--- src/rtl/mc_pkg.sv ---
// Shared types and encodings for the multicycle MIPS control unit.
// Opcode/funct values match instr[31:26] and instr[5:0].
package mc_pkg;

  localparam int unsigned OP_W    = 6;
  localparam int unsigned FUNCT_W = 6;
  localparam int unsigned ALUOP_W = 2;
  localparam int unsigned ALUC_W  = 3;

  typedef enum logic [3:0] {
    FETCH   = 4'd0,
    DECODE  = 4'd1,
    MEMADR  = 4'd2,
    MEMRD   = 4'd3,
    MEMWB   = 4'd4,
    MEMWR   = 4'd5,
    RTYPEEX = 4'd6,
    RTYPEWB = 4'd7,
    BREX    = 4'd8,
    ADDIEX  = 4'd9,
    ADDIWB  = 4'd10,
    JEX     = 4'd11
  } statetype_t;

  localparam logic [OP_W-1:0] OP_RTYPE = 6'b000000;
  localparam logic [OP_W-1:0] OP_LW    = 6'b100011;
  localparam logic [OP_W-1:0] OP_SW    = 6'b101011;
  localparam logic [OP_W-1:0] OP_BEQ   = 6'b000100;
  localparam logic [OP_W-1:0] OP_BNE   = 6'b000101;
  localparam logic [OP_W-1:0] OP_ADDI  = 6'b001000;
  localparam logic [OP_W-1:0] OP_J     = 6'b000010;

  localparam logic [FUNCT_W-1:0] FUNCT_ADD = 6'b100000;
  localparam logic [FUNCT_W-1:0] FUNCT_SUB = 6'b100010;
  localparam logic [FUNCT_W-1:0] FUNCT_AND = 6'b100100;
  localparam logic [FUNCT_W-1:0] FUNCT_OR  = 6'b100101;
  localparam logic [FUNCT_W-1:0] FUNCT_SLT = 6'b101010;

  localparam logic [ALUC_W-1:0] ALU_ADD = 3'b010;
  localparam logic [ALUC_W-1:0] ALU_SUB = 3'b110;
  localparam logic [ALUC_W-1:0] ALU_AND = 3'b000;
  localparam logic [ALUC_W-1:0] ALU_OR  = 3'b001;
  localparam logic [ALUC_W-1:0] ALU_SLT = 3'b111;

  localparam logic [ALUOP_W-1:0] ALUOP_ADD   = 2'b00;
  localparam logic [ALUOP_W-1:0] ALUOP_SUB   = 2'b01;
  localparam logic [ALUOP_W-1:0] ALUOP_FUNCT = 2'b10;

endpackage

--- src/rtl/mc_aludec.sv ---
// Combinational ALU decoder: operation class plus funct field to ALU control.
module mc_aludec
  import mc_pkg::*;
(
  input  logic [ALUOP_W-1:0] aluop,
  input  logic [FUNCT_W-1:0] funct,
  output logic [ALUC_W-1:0]  alucontrol
);

  always_comb begin
    alucontrol = ALU_ADD;
    case (aluop)
      ALUOP_SUB: alucontrol = ALU_SUB;
      ALUOP_FUNCT: begin
        case (funct)
          FUNCT_ADD: alucontrol = ALU_ADD;
          FUNCT_SUB: alucontrol = ALU_SUB;
          FUNCT_AND: alucontrol = ALU_AND;
          FUNCT_OR:  alucontrol = ALU_OR;
          FUNCT_SLT: alucontrol = ALU_SLT;
          default:   alucontrol = ALU_ADD;
        endcase
      end
      default: alucontrol = ALU_ADD;
    endcase
  end

endmodule

--- src/rtl/multicycle_controller.sv ---
// Multicycle MIPS main control: Moore FSM sequencing fetch/decode/execute/mem/wb
// and driving datapath enables and mux selects.
module multicycle_controller
  import mc_pkg::*;
(
  input  logic               clk,
  input  logic               reset,
  input  logic [OP_W-1:0]    op,
  input  logic [FUNCT_W-1:0] funct,
  input  logic               zero,
  output logic               iord,
  output logic               memwrite,
  output logic               irwrite,
  output logic               regdst,
  output logic               memtoreg,
  output logic               regwrite,
  output logic               alusrca,
  output logic [1:0]         alusrcb,
  output logic [1:0]         pcsrc,
  output logic [ALUC_W-1:0]  alucontrol,
  output logic               pcen,
  output logic               illegal
);

  statetype_t           state, next_state;
  logic [ALUOP_W-1:0]   aluop;
  logic                 pcwrite;
  logic                 beq_en;
  logic                 bne_en;

  always_ff @(posedge clk or posedge reset) begin
    if (reset) state <= FETCH;
    else       state <= next_state;
  end

  always_comb begin
    next_state = state;
    iord       = 1'b0;
    memwrite   = 1'b0;
    irwrite    = 1'b0;
    regdst     = 1'b0;
    memtoreg   = 1'b0;
    regwrite   = 1'b0;
    alusrca    = 1'b0;
    alusrcb    = 2'b00;
    pcsrc      = 2'b00;
    aluop      = ALUOP_ADD;
    pcwrite    = 1'b0;
    beq_en     = 1'b0;
    bne_en     = 1'b0;
    illegal    = 1'b0;
    case (state)
      FETCH: begin
        alusrcb    = 2'b01;
        irwrite    = 1'b1;
        pcwrite    = 1'b1;
        next_state = DECODE;
      end
      DECODE: begin
        alusrcb = 2'b11;
        case (op)
          OP_LW, OP_SW:    next_state = MEMADR;
          OP_RTYPE:        next_state = RTYPEEX;
          OP_BEQ, OP_BNE:  next_state = BREX;
          OP_ADDI:         next_state = ADDIEX;
          OP_J:            next_state = JEX;
          default: begin
            next_state = FETCH;
            illegal    = 1'b1;
          end
        endcase
      end
      MEMADR: begin
        alusrca    = 1'b1;
        alusrcb    = 2'b10;
        next_state = (op == OP_LW) ? MEMRD : MEMWR;
      end
      MEMRD: begin
        iord       = 1'b1;
        next_state = MEMWB;
      end
      MEMWB: begin
        memtoreg   = 1'b1;
        regwrite   = 1'b1;
        next_state = FETCH;
      end
      MEMWR: begin
        iord       = 1'b1;
        memwrite   = 1'b1;
        next_state = FETCH;
      end
      RTYPEEX: begin
        alusrca    = 1'b1;
        aluop      = ALUOP_FUNCT;
        next_state = RTYPEWB;
      end
      RTYPEWB: begin
        regdst     = 1'b1;
        regwrite   = 1'b1;
        next_state = FETCH;
      end
      BREX: begin
        alusrca    = 1'b1;
        aluop      = ALUOP_SUB;
        pcsrc      = 2'b01;
        beq_en     = (op == OP_BEQ);
        bne_en     = (op == OP_BNE);
        next_state = FETCH;
      end
      ADDIEX: begin
        alusrca    = 1'b1;
        alusrcb    = 2'b10;
        next_state = ADDIWB;
      end
      ADDIWB: begin
        regwrite   = 1'b1;
        next_state = FETCH;
      end
      JEX: begin
        pcsrc      = 2'b10;
        pcwrite    = 1'b1;
        next_state = FETCH;
      end
      default: next_state = FETCH;
    endcase
  end

  // Branch qualifiers only exist in BREX, so pcen tracks zero there and nowhere else.
  assign pcen = pcwrite | (beq_en & zero) | (bne_en & ~zero);

  mc_aludec u_aludec (
    .aluop      (aluop),
    .funct      (funct),
    .alucontrol (alucontrol)
  );

endmodule

--- config.mk ---
export PLATFORM = sky130hd
export DESIGN_NAME = multicycle_controller
export DESIGN_NICKNAME = d
export VERILOG_FILES = /design/src/rtl/mc_pkg.sv /design/src/rtl/mc_aludec.sv /design/src/rtl/multicycle_controller.sv
export SDC_FILE = /design/constraint.sdc
export NUM_CORES = 1
export LEC_CHECK = 0
export ABC_AREA = 0
export ABC_CLOCK_PERIOD_IN_PS = 5250
export CORE_MARGIN = 2
export CORE_UTILIZATION = 40
export DETAILED_ROUTE_END_ITERATION = 8
export GPL_TIMING_DRIVEN = 0
export PLACE_DENSITY = 0.93
export RECOVER_POWER = 50
export SYNTH_ARGS = -nofsm -noshare
export SYNTH_HDL_FRONTEND = slang
export SYNTH_SLANG_ARGS = --single-unit
--- constraint.sdc ---
create_clock -name clk -period 5.25 [get_ports clk]
set_clock_uncertainty 0.1 [all_clocks]
set_input_delay 0.7875 -clock clk [delete_from_list [all_inputs] [get_ports clk]]
set_output_delay 0.7875 -clock clk [all_outputs]
set_load 0.01 [all_outputs]
==> results.yml <==
clock_tree:
  cts_buffers: 3
  cts-htree-levels: 1
  cts_resized: 0
  clock_path_buffers: 2
  postCtsSetupBuffers: 0
  clk_pin_slew_ns: 0.05
  clk_latency_ns: 0.25
  postCtsHoldBufs: 0
  clock-root-buffer: "clkbuf_4"
  clkSinkCount: 4
  cts_tree: "built"
floorplanning:
  ioPinCount: 31
  row_count: 13
  die_w_um: 40.9
  start_util: 0.424
  die-area_um2: 1670
  core-area_um2: 1280
  die_y_um: 40.9
logic_synthesis:
  synthTopCellsByCount: "6 x nor2_1, 6 x nor3_1, 5 x inv_1, 5 x nand3_1"
  async_reset_ff_frac: 1.00
  yosys_register_bits: 4
  synth.area.top_cells: "dfrtp_1 18%, nor3_1 5.5%, nor3b_1 5.5%"
  ys_warn_count: 0
  synth_top_area_frac: 0.184
  syn_nets: 90
  synth_edf_count: 0
  syn_inst: 73
  syn-cell-area_um2: 544
  ys.flop_type: "dfrtp_1"
  synth_area_per_cell_um2: 7.46
  ys_seq_area_frac: 0.184
  yosys.cell_types.count: 32
  yosys.area.top_type: "dfrtp_1"
hold_path:
  hp-start: "state[2]$_DFF_PP0_"
  timing.hold.worst.class: "flop to flop"
  hold_end: "state[1]$_DFF_PP0_"
  worstHoldPathCells: 3
final_layout:
  largest_reg_flops: 4
  nFillCells: 119
  antenna_cells: 0
  regMostFlops: "state"
  layout.nets: 125
  drive_gt1_frac: 0.0660
  design_area_um2: 882
  areaGrowthSynthToFinish_pct: 62.1
  reg_top3: "state (4)"
outcome:
  status: "completed"
timing:
  fin_crit_ns: 3.81
  slew_headroom: 0.702
  setup_viol: 0
  setup_slack_ns: 1.44
  finalCritPeriodShare: 0.725
  worstMarginPinSlew_ns: 0.444
  rsz0062_at_grt: "no"
  final_hold_viol_count: 0
  final.setup.tns_ns: 0
  finalMaxSlewViolations: 0
  fmax_mhz: 263
power_and_ir_drop:
  worst_ir_drop_vdd_mv: 0.255
  leakage_uw: 0.000353
  power_density_nw_per_um2: 307
placed_design:
  placed_area_um2: 863
  io_buffers: 30
  dp_slack_ns: 1.73
  hpwl_um: 1320
  gp_congestion: 0.786
global_route:
  grt_use_total: 0.227
  first_global_vias: 607
  grt_pass1_wl_um: 2440
  antenna_found_initial: 0
  grt_overflow: 0
  grt_max_degree: 11
critical_path:
  critPathSlowestCell: "clkdlybuf4s50_1"
  required_ns: 4.36
  rrSetupSlack_ns: 3.70
  cp_num_buf_inv: 3
  worstPathCellList: "clkbuf_1, nand2b_1, or3_1, inv_1, ha_1, nor4bb_1, nand3_1, a21oi_1, clkdlybuf4s50_1"
  critPathMaxFanout: 10
  path_class: "flop to primary output"
  r2r_cells: 4
  timing.rr.end: "state[1]$_DFF_PP0_"
  rr_startpoint: "state[0]$_DFF_PP0_"
  path_delay_family: "simple AND/OR/NAND/NOR gates"
  critPathArrivalTime_ns: 2.92
  slowest_delay_ns: 0.55
  start_kind: "flop"
  cp-end-kind: "primary output"
detailed_routing:
  ant_nets: 0
  drt-vias-per-instance: 5.75
  drcViolationCount: 0
  dr.pass1.iters: 4
  post_drt_wl_per_cell_um: 13.5
  drt-initial-drc-count: 18
  via_count: 696
  totalWireLength_um: 1630
run:
  cap_viol_max_count: 0
[where the power goes]
| group | total [uW] | internal [uW] | switching (uW) |
|---|---|---|---|
| clock | 41.7 | 25.8 | 15.9 |
| combinational | 185 | 97.5 | 87.2 |
| sequential | 44.1 | 38.2 | 5.87 |
| total | 270 | 162 | 109 |
[area by class of cell]
| cell class | count | area (um^2) | share of cell area |
|---|---|---|---|
| sequential | 4 | 100 | 0.113 |
| inverter | 5 | 18.8 | 0.0213 |
| clock buffer | 3 | 22.5 | 0.0255 |
| tap | 15 | 18.8 | 0.0213 |
| multi-input combinational | 60 | 405 | 0.460 |
| timing repair buffer | 30 | 300 | 0.340 |
| buffer | 4 | 16.3 | 0.0184 |
[per-stage QoR]
| stage | total power [uW] | cells | utilization | hold WS (ns) |
|---|---|---|---|---|
| after global routing | 292 | 121 | 0.686 | 0.654 |
| final | 270 | 121 | 0.686 | 0.610 |
| after global placement | 226 | 118 | 0.672 | 0.571 |
| after floorplan | 143 | 73 | - | 0.454 |
| after detailed placement | 231 | 118 | 0.672 | 0.602 |
| after CTS | 273 | 121 | 0.689 | 0.608 |
[worst max path at each step]
stage                       start       endpoint  slack, ns  depth (start not counted)
2_1_floorplan  state[3]$_DFF_PP0_  alucontrol[0]       2.43                          8
3_3_place_gp                op[0]        illegal       1.77                          5
5_1_grt        state[3]$_DFF_PP0_  alucontrol[0]       1.26                          9
6_report       state[3]$_DFF_PP0_  alucontrol[0]       1.44                          9
3_5_place_dp   state[3]$_DFF_PP0_  alucontrol[0]       1.73                          9
4_1_cts        state[3]$_DFF_PP0_  alucontrol[0]       1.45                          9
[worst min-delay path, cell delays in order, from the launching register on]
cell and delay (ns):
dfrtp_1 0.38, nor2b_1 0.08, nand3_1 0.09, o211ai_1 0.10
[cells in the final DEF (no fill, tap or decap), types with 2 or more instances in the layout]
cell type         n
clkdlybuf4s50_1  24
nor3_1            6
nor2_1            6
dlygate4sd3_1     6
inv_1             5
nand3_1           5
or3_1             4
a21oi_1           4
nor3b_1           4
dfrtp_1           4
nand2b_1          3
clkbuf_4          3
clkbuf_1          2
nor2b_1           2
nor4_1            2
xnor2_1           2
and2_1            2
o211ai_1          2
a21o_1            2
o21ai_0           2
ha_1              2
[per-layer routing]
layer | global-route usage | share of wire | vias up
met5 | 0 | 0 | -
met4 | 0.125 | 0.012 | 0
li1 | - | - | 342
met2 | 0.430 | 0.54 | 28
met3 | 0.0380 | 0.063 | 2
met1 | 0.228 | 0.38 | 324
[cell families after synthesis]
| logic type | share of synthesized area |
|---|---|
| AOI/OAI and AO/OA | 0.211 |
| muxes | 0.0184 |
| adders and majority gates | 0.0460 |
| buffers and inverters | 0.0644 |
| DFF | 0.184 |
| xor gates and xnor gates | 0.0483 |
| and+or+nand+nor | 0.428 |
Note: power is estimated with default switching activity, not from simulation.
